$ cat src/rtl/id_ex_reg_ctl_pkg.sv
// Shared constants for the ID->EX register: NOP payload codes, write-enable
// levels, stall-vector stage indices, and the per-edge action decode.
package id_ex_reg_ctl_pkg;

    // NOP payload codes and neutral values
    localparam logic [7:0]  EXE_NOP_OP    = 8'b0000_0000;
    localparam logic [2:0]  EXE_RES_NOP   = 3'b000;
    localparam logic [31:0] ZERO_WORD     = 32'h0000_0000;
    localparam logic [4:0]  NOP_REG_ADDR  = 5'b00000;
    localparam logic        WRITE_ENABLE  = 1'b1;
    localparam logic        WRITE_DISABLE = 1'b0;

    // Stall vector bit positions, front to back of the pipe
    localparam int STALL_PC  = 0;
    localparam int STALL_IF  = 1;
    localparam int STALL_ID  = 2;
    localparam int STALL_EX  = 3;
    localparam int STALL_MEM = 4;
    localparam int STALL_WB  = 5;

    // What the register does on the next rising edge
    typedef enum logic [1:0] {
        ACT_FLUSH  = 2'd0,
        ACT_BUBBLE = 2'd1,
        ACT_LOAD   = 2'd2,
        ACT_HOLD   = 2'd3
    } ex_act_e;

    // Flush beats everything; an ID stall with EX free inserts a bubble;
    // ID free loads; both stalled holds.
    function automatic ex_act_e id_ex_decide(input logic flush,
                                             input logic id_stall,
                                             input logic ex_stall);
        ex_act_e act;
        if (flush)
            act = ACT_FLUSH;
        else if (id_stall && !ex_stall)
            act = ACT_BUBBLE;
        else if (!id_stall)
            act = ACT_LOAD;
        else
            act = ACT_HOLD;
        return act;
    endfunction

endpackage

$ cat src/rtl/id_ex_reg_ctl_if.sv
// Decode/execute payload bundle. master = decode side (drives id_*),
// slave = the pipeline register (drives ex_*).
// Optional delay-slot fields exist only when ID_EX_DELAYSLOT_EN is defined.
interface id_ex_reg_ctl_if #(
    parameter int ALUOP_W  = 8,
    parameter int ALUSEL_W = 3,
    parameter int DATA_W   = 32,
    parameter int RADDR_W  = 5
);
    logic                id_valid;
    logic [ALUOP_W-1:0]  id_aluop;
    logic [ALUSEL_W-1:0] id_alusel;
    logic [DATA_W-1:0]   id_reg1;
    logic [DATA_W-1:0]   id_reg2;
    logic [RADDR_W-1:0]  id_wd;
    logic                id_wreg;

    logic                ex_valid;
    logic [ALUOP_W-1:0]  ex_aluop;
    logic [ALUSEL_W-1:0] ex_alusel;
    logic [DATA_W-1:0]   ex_reg1;
    logic [DATA_W-1:0]   ex_reg2;
    logic [RADDR_W-1:0]  ex_wd;
    logic                ex_wreg;

`ifdef ID_EX_DELAYSLOT_EN
    logic                id_is_in_delayslot;
    logic [DATA_W-1:0]   id_link_addr;
    logic                id_next_inst_in_delayslot;
    logic                ex_is_in_delayslot;
    logic [DATA_W-1:0]   ex_link_addr;
    logic                is_in_delayslot_o;

    modport master (
        output id_valid, id_aluop, id_alusel, id_reg1, id_reg2, id_wd, id_wreg,
        output id_is_in_delayslot, id_link_addr, id_next_inst_in_delayslot,
        input  ex_valid, ex_aluop, ex_alusel, ex_reg1, ex_reg2, ex_wd, ex_wreg,
        input  ex_is_in_delayslot, ex_link_addr, is_in_delayslot_o
    );
    modport slave (
        input  id_valid, id_aluop, id_alusel, id_reg1, id_reg2, id_wd, id_wreg,
        input  id_is_in_delayslot, id_link_addr, id_next_inst_in_delayslot,
        output ex_valid, ex_aluop, ex_alusel, ex_reg1, ex_reg2, ex_wd, ex_wreg,
        output ex_is_in_delayslot, ex_link_addr, is_in_delayslot_o
    );
`else
    modport master (
        output id_valid, id_aluop, id_alusel, id_reg1, id_reg2, id_wd, id_wreg,
        input  ex_valid, ex_aluop, ex_alusel, ex_reg1, ex_reg2, ex_wd, ex_wreg
    );
    modport slave (
        input  id_valid, id_aluop, id_alusel, id_reg1, id_reg2, id_wd, id_wreg,
        output ex_valid, ex_aluop, ex_alusel, ex_reg1, ex_reg2, ex_wd, ex_wreg
    );
`endif

endinterface

$ cat src/rtl/id_ex_reg_ctl_sat_counter.sv
// Saturating up-counter with synchronous clear (clear wins over increment)
// and asynchronous active-high reset.
module sat_counter #(
    parameter int CNT_W = 16
) (
    input  logic             clk,
    input  logic             rst,
    input  logic             inc,
    input  logic             clr,
    output logic [CNT_W-1:0] count
);

    // Count up on inc, stick at all-ones, clear on request
    always_ff @(posedge clk or posedge rst) begin
        if (rst)
            count <= '0;
        else if (clr)
            count <= '0;
        else if (inc && (count != {CNT_W{1'b1}}))
            count <= count + 1'b1;
    end

endmodule

$ cat src/rtl/id_ex_reg_ctl.sv
// ID->EX pipeline register with flush, bubble insertion and hold, plus a
// saturating bubble-cycle counter. Delay-slot fields are built only when
// ID_EX_DELAYSLOT_EN is defined.
module id_ex_reg_ctl
    import id_ex_reg_ctl_pkg::*;
#(
    parameter int ALUOP_W  = 8,
    parameter int ALUSEL_W = 3,
    parameter int DATA_W   = 32,
    parameter int RADDR_W  = 5,
    parameter int STALL_W  = 6,
    parameter int ID_IDX   = STALL_ID,
    parameter int CNT_W    = 16
) (
    input  logic               clk,
    input  logic               rst,
    input  logic [STALL_W-1:0] stall,
    input  logic               flush,
    input  logic               cnt_clr,
    output logic [CNT_W-1:0]   bubble_cnt,
    id_ex_reg_ctl_if.slave     bus
);

    ex_act_e act;

    // Only the ID and EX stall bits matter; the rest are folded here so they
    // are visibly consumed.
    logic unused_stall;
    assign unused_stall = ^stall;

    // Decide this edge's action from flush and the two relevant stall bits
    always_comb begin
        act = id_ex_decide(flush, stall[ID_IDX], stall[ID_IDX+1]);
    end

    // Payload register: NOP on flush/bubble, load on ID free, else hold
    always_ff @(posedge clk or posedge rst) begin
        if (rst) begin
            bus.ex_valid  <= 1'b0;
            bus.ex_aluop  <= ALUOP_W'(EXE_NOP_OP);
            bus.ex_alusel <= ALUSEL_W'(EXE_RES_NOP);
            bus.ex_reg1   <= DATA_W'(ZERO_WORD);
            bus.ex_reg2   <= DATA_W'(ZERO_WORD);
            bus.ex_wd     <= RADDR_W'(NOP_REG_ADDR);
            bus.ex_wreg   <= WRITE_DISABLE;
        end else begin
            case (act)
                ACT_FLUSH, ACT_BUBBLE: begin
                    bus.ex_valid  <= 1'b0;
                    bus.ex_aluop  <= ALUOP_W'(EXE_NOP_OP);
                    bus.ex_alusel <= ALUSEL_W'(EXE_RES_NOP);
                    bus.ex_reg1   <= DATA_W'(ZERO_WORD);
                    bus.ex_reg2   <= DATA_W'(ZERO_WORD);
                    bus.ex_wd     <= RADDR_W'(NOP_REG_ADDR);
                    bus.ex_wreg   <= WRITE_DISABLE;
                end
                ACT_LOAD: begin
                    bus.ex_valid  <= bus.id_valid;
                    bus.ex_aluop  <= bus.id_aluop;
                    bus.ex_alusel <= bus.id_alusel;
                    bus.ex_reg1   <= bus.id_reg1;
                    bus.ex_reg2   <= bus.id_reg2;
                    bus.ex_wd     <= bus.id_wd;
                    // A non-instruction must never write the register file
                    bus.ex_wreg   <= bus.id_valid ? bus.id_wreg : WRITE_DISABLE;
                end
                default: ;
            endcase
        end
    end

`ifdef ID_EX_DELAYSLOT_EN
    // Delay-slot fields follow the same flush/bubble/load/hold rules
    always_ff @(posedge clk or posedge rst) begin
        if (rst) begin
            bus.ex_is_in_delayslot <= 1'b0;
            bus.ex_link_addr       <= DATA_W'(ZERO_WORD);
            bus.is_in_delayslot_o  <= 1'b0;
        end else begin
            case (act)
                ACT_FLUSH, ACT_BUBBLE: begin
                    bus.ex_is_in_delayslot <= 1'b0;
                    bus.ex_link_addr       <= DATA_W'(ZERO_WORD);
                    bus.is_in_delayslot_o  <= 1'b0;
                end
                ACT_LOAD: begin
                    bus.ex_is_in_delayslot <= bus.id_is_in_delayslot;
                    bus.ex_link_addr       <= bus.id_link_addr;
                    bus.is_in_delayslot_o  <= bus.id_next_inst_in_delayslot;
                end
                default: ;
            endcase
        end
    end
`endif

    sat_counter #(
        .CNT_W (CNT_W)
    ) u_bubble_cnt (
        .clk   (clk),
        .rst   (rst),
        .inc   (act == ACT_BUBBLE),
        .clr   (cnt_clr),
        .count (bubble_cnt)
    );

endmodule

$ cat src/flat_wrapper.sv
// flat-port wrapper written by rule: the top's interface ports become plain ports
module id_ex_reg_ctl_flat import id_ex_reg_ctl_pkg::*;
#(
    parameter int ALUOP_W  = 8,
    parameter int ALUSEL_W = 3,
    parameter int DATA_W   = 32,
    parameter int RADDR_W  = 5,
    parameter int STALL_W  = 6,
    parameter int ID_IDX   = STALL_ID,
    parameter int CNT_W    = 16
)
  (clk, rst, stall, flush, cnt_clr, bubble_cnt, bus_id_valid, bus_id_aluop, bus_id_alusel, bus_id_reg1, bus_id_reg2, bus_id_wd, bus_id_wreg, bus_ex_valid, bus_ex_aluop, bus_ex_alusel, bus_ex_reg1, bus_ex_reg2, bus_ex_wd, bus_ex_wreg);
  id_ex_reg_ctl_if #(.ALUOP_W(ALUOP_W), .ALUSEL_W(ALUSEL_W), .DATA_W(DATA_W), .RADDR_W(RADDR_W)) bus_i ();
  input  logic clk;
  input  logic rst;
  input  logic [STALL_W-1:0] stall;
  input  logic flush;
  input  logic cnt_clr;
  output logic [CNT_W-1:0] bubble_cnt;
  input wire logic [$bits(bus_i.id_valid)-1:0] bus_id_valid;
  input wire logic [$bits(bus_i.id_aluop)-1:0] bus_id_aluop;
  input wire logic [$bits(bus_i.id_alusel)-1:0] bus_id_alusel;
  input wire logic [$bits(bus_i.id_reg1)-1:0] bus_id_reg1;
  input wire logic [$bits(bus_i.id_reg2)-1:0] bus_id_reg2;
  input wire logic [$bits(bus_i.id_wd)-1:0] bus_id_wd;
  input wire logic [$bits(bus_i.id_wreg)-1:0] bus_id_wreg;
  output wire logic [$bits(bus_i.ex_valid)-1:0] bus_ex_valid;
  output wire logic [$bits(bus_i.ex_aluop)-1:0] bus_ex_aluop;
  output wire logic [$bits(bus_i.ex_alusel)-1:0] bus_ex_alusel;
  output wire logic [$bits(bus_i.ex_reg1)-1:0] bus_ex_reg1;
  output wire logic [$bits(bus_i.ex_reg2)-1:0] bus_ex_reg2;
  output wire logic [$bits(bus_i.ex_wd)-1:0] bus_ex_wd;
  output wire logic [$bits(bus_i.ex_wreg)-1:0] bus_ex_wreg;
  assign bus_i.id_valid = bus_id_valid;
  assign bus_i.id_aluop = bus_id_aluop;
  assign bus_i.id_alusel = bus_id_alusel;
  assign bus_i.id_reg1 = bus_id_reg1;
  assign bus_i.id_reg2 = bus_id_reg2;
  assign bus_i.id_wd = bus_id_wd;
  assign bus_i.id_wreg = bus_id_wreg;
  assign bus_ex_valid = bus_i.ex_valid;
  assign bus_ex_aluop = bus_i.ex_aluop;
  assign bus_ex_alusel = bus_i.ex_alusel;
  assign bus_ex_reg1 = bus_i.ex_reg1;
  assign bus_ex_reg2 = bus_i.ex_reg2;
  assign bus_ex_wd = bus_i.ex_wd;
  assign bus_ex_wreg = bus_i.ex_wreg;
  id_ex_reg_ctl #(.ALUOP_W(ALUOP_W), .ALUSEL_W(ALUSEL_W), .DATA_W(DATA_W), .RADDR_W(RADDR_W), .STALL_W(STALL_W), .ID_IDX(ID_IDX), .CNT_W(CNT_W)) u_core (.clk(clk), .rst(rst), .stall(stall), .flush(flush), .cnt_clr(cnt_clr), .bubble_cnt(bubble_cnt), .bus(bus_i));
endmodule
$ cat config.mk
export PLATFORM = sky130hd
export DESIGN_NAME = id_ex_reg_ctl_flat
export DESIGN_NICKNAME = d
export VERILOG_FILES = /design/src/rtl/id_ex_reg_ctl_pkg.sv /design/src/rtl/id_ex_reg_ctl_if.sv /design/src/rtl/id_ex_reg_ctl_sat_counter.sv /design/src/rtl/id_ex_reg_ctl.sv /design/src/flat_wrapper.sv
export SDC_FILE = /design/constraint.sdc
export NUM_CORES = 1
export LEC_CHECK = 0
export CAP_MARGIN = 30
export CORE_MARGIN = 3
export CORE_UTILIZATION = 36
export CTS_CLUSTER_DIAMETER = 50
export CTS_CLUSTER_SIZE = 24
export DETAILED_ROUTE_END_ITERATION = 12
export PLACE_DENSITY = 0.85
export SYNTH_ARGS = -nofsm -noshare
export SYNTH_HDL_FRONTEND = slang
export SYNTH_SLANG_ARGS = --single-unit
$ cat constraint.sdc
create_clock -name clk -period 2.6 [get_ports clk]
set_clock_uncertainty 0.05 [all_clocks]
set_input_delay 0.26 -clock clk [delete_from_list [all_inputs] [get_ports clk]]
set_output_delay 0.26 -clock clk [all_outputs]
set_load 0.01 [all_outputs]
==> flow_summary.toml, run 1 <==
[global_route]
grt-ovfl-total = 0
grt_pass1_vias = 3305
grt_usage_pct = 18.5
antenna_found_initial = 0
grt_max_degree = 99
grt_pass1_wl_um = 17000

[timing]
worst_slew_pin_slew_ns = 0.765
min_period_over_period_pct = 82.8
max_freq_ghz = 0.465
min_period_ns = 2.15
hold_viol_final = 0
final-max-slew-violation-count = 0
hold_slack_ns = 0.337
rsz0062_at_grt = "false"
setup_violations = 0
timing.setup.tns_ns = 0
maxSlewHeadroom_pct = 49.0

[synth]
synth_top_area_share_pct = 65.2
syn_area_per_cell_um2 = 13.7
ys_warn_count = 0
ys_types = 32
synth_area_leaders = "dfrtp_1 (65%), a22o_1 (19%), clkbuf_1 (1.8%)"
synth-seq-cells = 98
seq_area_frac_synth_pct = 65.2
yosys.area.top_type = "dfrtp_1"
synth_fp_nets = 368
syn-cell-area_um2 = 3760
syn-instance-count = 275

[layout]
fin_util_pct = 60.0
mostFrequentLayoutCells = "clkdlybuf4s50_1 (185), dfrtp_1 (98), a22o_1 (81), a21oi_1 (11), clkbuf_8 (9)"
final_cell_area_um2 = 5970
drive_above_1_share_pct = 5.45
nets = 548
n_fill_cell = 809
final_common_cell = "clkdlybuf4s50_1"
antennaDiodeCount = 0
syn2layout_area_growth_pct = 58.7

[cts]
cts_hold_buf = 0
cts_made_buffers = 9
htree_num_levels = 3
cts_resized = 0
cts_tree = "done"
clock_latency_ns = 0.35
cts_max_path_buffers = 2
postCtsSetupBuffers = 0
path_clk_slew_ns = 0.09
clock-root-buffer = "clkbuf_8"
cts.sinks = 98

[place]
place.gp.congestion = 0.872
port_buffers = 185
dp_hpwl_um = 7580
place_area_um2 = 5770

[power]
peakVddDrop_v = 0.000306
power_mw = 3.02
leakage_nw = 2.56
cellPowerDensity_nw_per_um2 = 505

[critical_path]
reg2reg_depth = 5
path_cells = "ha_1, nand4_2, o41ai_4, mux2i_1, nor2_1"
arrival_ns = 2.33
worst-path-buf-inv = 0
path_class = "flip-flop to flip-flop"
worstReg2RegEnd = "u_core.u_bubble_cnt.count[1]"
crit-reg2reg-launch = "u_core.u_bubble_cnt.count[0]"
cp_max_fo = 12
slowest_stage = "o41ai_4"
crit_required_ns = 2.78
endpoint_kind = "flip-flop"
start_kind = "flip-flop"
path_delay_family = "compound AO/OA/AOI/OAI gates"
r2r_slack_ns = 0.45
slowest_delay_ns = 0.73

[drt]
antenna_left = 0
vias = 3164
via_per_inst = 5.34
drt_iter0_drc = 144
drt_wl_total_um = 10900
drcViolationCount = 0
first_pass_iters = 4
routedWlPerCell_um = 18.4

[die]
pin_count = 190
dieArea_um2 = 11700
rows = 36
die_w_um = 108
core_area_um2 = 9950
fp.dieH_um = 108
initial_core_util_pct = 37.8

[worst_hold_path]
hp-class = "input port to async pin"

[run_status]
outcome = "complete, no violations"

[job]
cap_violations = 0
[stage by stage]
step	setup WS, ns	cells
5_1_grt	0.252	592
6_report	0.447	592
2_1_floorplan	0.764	275
4_1_cts	0.186	592
3_3_place_gp	0.341	577
3_5_place_dp	0.225	577
[logic make-up after synthesis]
kind of cell | after synthesis | share of synthesized area, %
fa+ha+maj | 1 | 0.333
buf+inv | 22 | 2.40
simple gates | 42 | 7.62
xor+xnor | 1 | 0.233
compound gates | 110 | 23.9
mux | 1 | 0.266
flops | 98 | 65.2
[sequential cells by signal, indices dropped and copies added (netlist names)]
signal	cells
u_core.bus.ex_reg1	32
u_core.bus.ex_reg2	32
u_core.u_bubble_cnt.count	16
u_core.bus.ex_aluop	8
u_core.bus.ex_wd	5
u_core.bus.ex_alusel	3
u_core.bus.ex_valid	1
u_core.bus.ex_wreg	1
[power by group]
part           total [mW]  leakage, nW  internal, mW  switching (mW)
sequential           1.62         1.32          1.58          0.0372
clock               0.953       0.0856         0.443           0.510
combinational       0.443         1.16         0.271           0.172
total                3.02         2.56          2.30           0.719
[per-layer routing]
layer	vias to the layer above	share of wire [%]	global-route usage, %
li1	1432	-	-
met1	1556	42	23.3
met5	-	0	0
met3	22	8.8	5.61
met4	0	2.3	6.76
met2	154	47	30.2
[worst max path at each step]
stage	startpoint	to	depth (start not counted)
after floorplan	u_core.u_bubble_cnt.count[0]	u_core.u_bubble_cnt.count[1]	6
after global placement	u_core.u_bubble_cnt.count[0]	u_core.u_bubble_cnt.count[5]	5
after detailed placement	u_core.u_bubble_cnt.count[0]	u_core.u_bubble_cnt.count[1]	5
after CTS	u_core.u_bubble_cnt.count[0]	u_core.u_bubble_cnt.count[1]	5
after global routing	u_core.u_bubble_cnt.count[0]	u_core.u_bubble_cnt.count[1]	5
final	u_core.u_bubble_cnt.count[0]	u_core.u_bubble_cnt.count[1]	5
[worst register-to-register path: cells and delay by family (launching register included)]
kind                       cells  cell delay [ns]
AOI/OAI and AO/OA              1             0.73
and+or+nand+nor                2             0.28
muxes                          1             0.29
DFF                            1             0.44
adders and majority gates      1             0.23
[cell usage after synthesis]
| library cell | number |
|---|---|
| dfrtp_1 | 98 |
| a22o_1 | 81 |
| clkbuf_1 | 18 |
| a21oi_1 | 11 |
| o31ai_1 | 6 |
| or4_1 | 6 |
| nand4_1 | 5 |
| nor2_1 | 5 |
| or3_1 | 5 |
| and4_1 | 4 |
| nand2_1 | 4 |
| nand3_1 | 4 |
| a31oi_1 | 3 |
| inv_1 | 3 |
| o21ai_0 | 3 |
| nand4_2 | 2 |
| o21ai_1 | 2 |
| a211oi_2 | 1 |
| a32o_1 | 1 |
| and3_1 | 1 |
| and3b_1 | 1 |
| and4b_1 | 1 |
| buf_6 | 1 |
| ha_1 | 1 |
| mux2i_1 | 1 |
| nand2b_1 | 1 |
| nor3_1 | 1 |
| nor3_2 | 1 |
| nor3b_4 | 1 |
| o21bai_1 | 1 |
| o41ai_2 | 1 |
| xor2_1 | 1 |
[layout make-up]
class	count	area (um2)	area share, %
repair buffers	188	1910	32.0
clock inverters	4	53.8	0.901
flip-flops and latches	98	2450	41.1
clock buffers	11	131	2.20
inverters	3	15.0	0.252
multi-input cells	155	1240	20.7
well taps	133	166	2.79
Power figures use the tool's default switching activity.
==> inputs of run 2 (changes only) <==
==> constraint.sdc (replaced) <==
create_clock -name clk -period 1.7 [get_ports clk]
set_clock_uncertainty 0.05 [all_clocks]
set_input_delay 0.17 -clock clk [delete_from_list [all_inputs] [get_ports clk]]
set_output_delay 0.17 -clock clk [all_outputs]
set_load 0.01 [all_outputs]
==> run 2 against run 1 <==
  * The run now ends with negative setup slack left
  * Global-route usage rose by 0.82 points
  * Flip-flop and latch count is the same
  * Final cell count up 6.3%
  * Register-to-register slack lost 0.46 ns
  * Clock power increased by 34%
  * Hold slack got worse by 0.12 ns
  * Sequential power increased by 53%
  * Critical path type unchanged
  * Critical endpoint is now u_core.u_bubble_cnt.count[11]
==> flow_summary.toml, run 2 (synthesis results as in run 1) <==
[run_status]
outcome = "finished with violations"
violations = "negative setup slack"

[timing]
finalWorstSetupSlack_ns = -0.0145
hold_viol_final = 0
min_period_over_period_pct = 101
rsz0062_at_grt = "true"
setup_violations = 2
hold_slack_ns = 0.221
max_freq_ghz = 0.583
worst_slew_pin_slew_ns = 0.398
maxSlewHeadroom_pct = 73.2
final-max-slew-violation-count = 0
min_period_ns = 1.71

[drt]
drt_wl_total_um = 11700
routedWlPerCell_um = 18.5
vias = 3322
via_per_inst = 5.28
drt_iter0_drc = 175
drcViolationCount = 0
first_pass_iters = 6
antenna_left = 0

[cts]
cts.sinks = 98
path_clk_slew_ns = 0.09
cts_tree = "done"
cts_max_path_buffers = 2
clock_latency_ns = 0.36
htree_num_levels = 3
cts_made_buffers = 9
clock-root-buffer = "clkbuf_8"

[die]
die_w_um = 108
rows = 36
pin_count = 190
dieArea_um2 = 11700
core_area_um2 = 9950
fp.dieH_um = 108
initial_core_util_pct = 37.8

[critical_path]
path_class = "flip-flop to flip-flop"
reg2reg_depth = 6
crit_required_ns = 1.94
cp_max_fo = 8
worstReg2RegEnd = "u_core.u_bubble_cnt.count[11]"
endpoint_kind = "flip-flop"
r2r_slack_ns = -0.01
arrival_ns = 1.96
crit-reg2reg-launch = "u_core.u_bubble_cnt.count[0]"
start_kind = "flip-flop"

[worst_hold_path]
hp-class = "input port to async pin"

[power]
cellInternalPower_mw = 3.39
leakage_nw = 2.83
p_sw_mw = 1.08
cellPowerDensity_nw_per_um2 = 704
p_seq_share_pct = 55.5
p_comb_share_pct = 15.9
peakVddDrop_v = 0.000447
p_clk_share_pct = 28.6
sw_frac_of_total_pct = 24.2

[layout]
drive_above_1_share_pct = 15.1
antennaDiodeCount = 0
final_common_cell = "clkdlybuf4s50_1"
finalNonFillerCells = 629
nets = 585
biggestRegsByFlops = "u_core.bus.ex_reg1 (32), u_core.bus.ex_reg2 (32), u_core.u_bubble_cnt.count (16)"
syn2layout_area_growth_pct = 69.0
mostFrequentLayoutCells = "clkdlybuf4s50_1 (182), dfrtp_1 (97), a22o_1 (81), buf_4 (32), clkbuf_8 (9)"

[place]
place.gp.congestion = 0.908
dp_hpwl_um = 8110
dp.cells = 608
port_buffers = 185

[global_route]
grt_max_degree = 54
antenna_found_initial = 0
grt_usage_pct = 19.3
grt_pass1_wl_um = 17700
grt_pass1_vias = 3444
grt-ovfl-total = 0

[job]
cap_violations = 0
run 2: repair_timing:
action,4_1_cts,5_1_grt
buffers inserted,4,3
gates cloned,0,0
setup endpoints to repair,12,14
gates resized for setup,8,16
hold buffers,0,0
pin swaps,3,6
run 2: layer usage:
metal / up-vias / global-route usage (%) / share of wire (%) / routed length (um)
met5: - / 0 / 0 / 0
met4: 0 / 7.57 / 1.9 / 217
met3: 21 / 4.06 / 7.5 / 877
met2: 159 / 31.3 / 49 / 5770
met1: 1630 / 25.4 / 41 / 4800
li1: 1512 / - / - / -
run 2: power groups by stage:
| stage | Combinational, mW | Sequential [mW] | Clock, mW |
|---|---|---|---|
| finish | 0.710 | 2.48 | 1.28 |
| global route | 0.757 | 2.49 | 1.41 |
| CTS | 0.715 | 2.48 | 1.32 |
| detailed placement | 0.712 | 2.52 | 0 |
| global placement | 0.696 | 2.52 | 0 |
| floorplan | 0.173 | 2.56 | 0 |
run 2: worst max-delay path by stage:
stage / start / to / cells past startpoint
floorplan: u_core.u_bubble_cnt.count[1] / u_core.u_bubble_cnt.count[1] / 6
global placement: flush / u_core.u_bubble_cnt.count[11] / 6
detailed placement: u_core.u_bubble_cnt.count[11] / u_core.u_bubble_cnt.count[3] / 4
CTS: u_core.u_bubble_cnt.count[0] / u_core.u_bubble_cnt.count[14] / 6
global route: u_core.u_bubble_cnt.count[9] / u_core.u_bubble_cnt.count[15] / 5
finish: u_core.u_bubble_cnt.count[0] / u_core.u_bubble_cnt.count[11] / 6
run 2: layout make-up:
cell class | count | area [um2]
clock buffers | 13 | 139
clock inverters | 2 | 15.0
fillers | 733 | 3600
inverters | 3 | 15.0
multi-input cells | 155 | 1320
flip-flops and latches | 98 | 2450
well taps | 133 | 166
repair buffers | 225 | 2240
run 2: per-stage QoR:
step | util, % | cell area [um2] | total power, mW | setup TNS, ns | setup WS, ns
floorplan | - | 3770 | 2.74 | -0.0217 | -0.0186
global placement | 60.8 | 6050 | 3.22 | -2.67 | -0.246
detailed placement | 60.8 | 6050 | 3.23 | -4.36 | -0.341
CTS | 63.0 | 6270 | 4.52 | -0.00206 | -0.00206
global route | 63.8 | 6350 | 4.65 | -0.373 | -0.0861
finish | 63.8 | 6350 | 4.47 | -0.0199 | -0.0145
run 2: critical path: stages, from the launching register on:
cell and delay, ns:
dfrtp_2 0.44, ha_4 0.17, nand4_4 0.11, buf_6 0.14
nor3_4 0.06, or4_4 0.55, a21oi_2 0.13
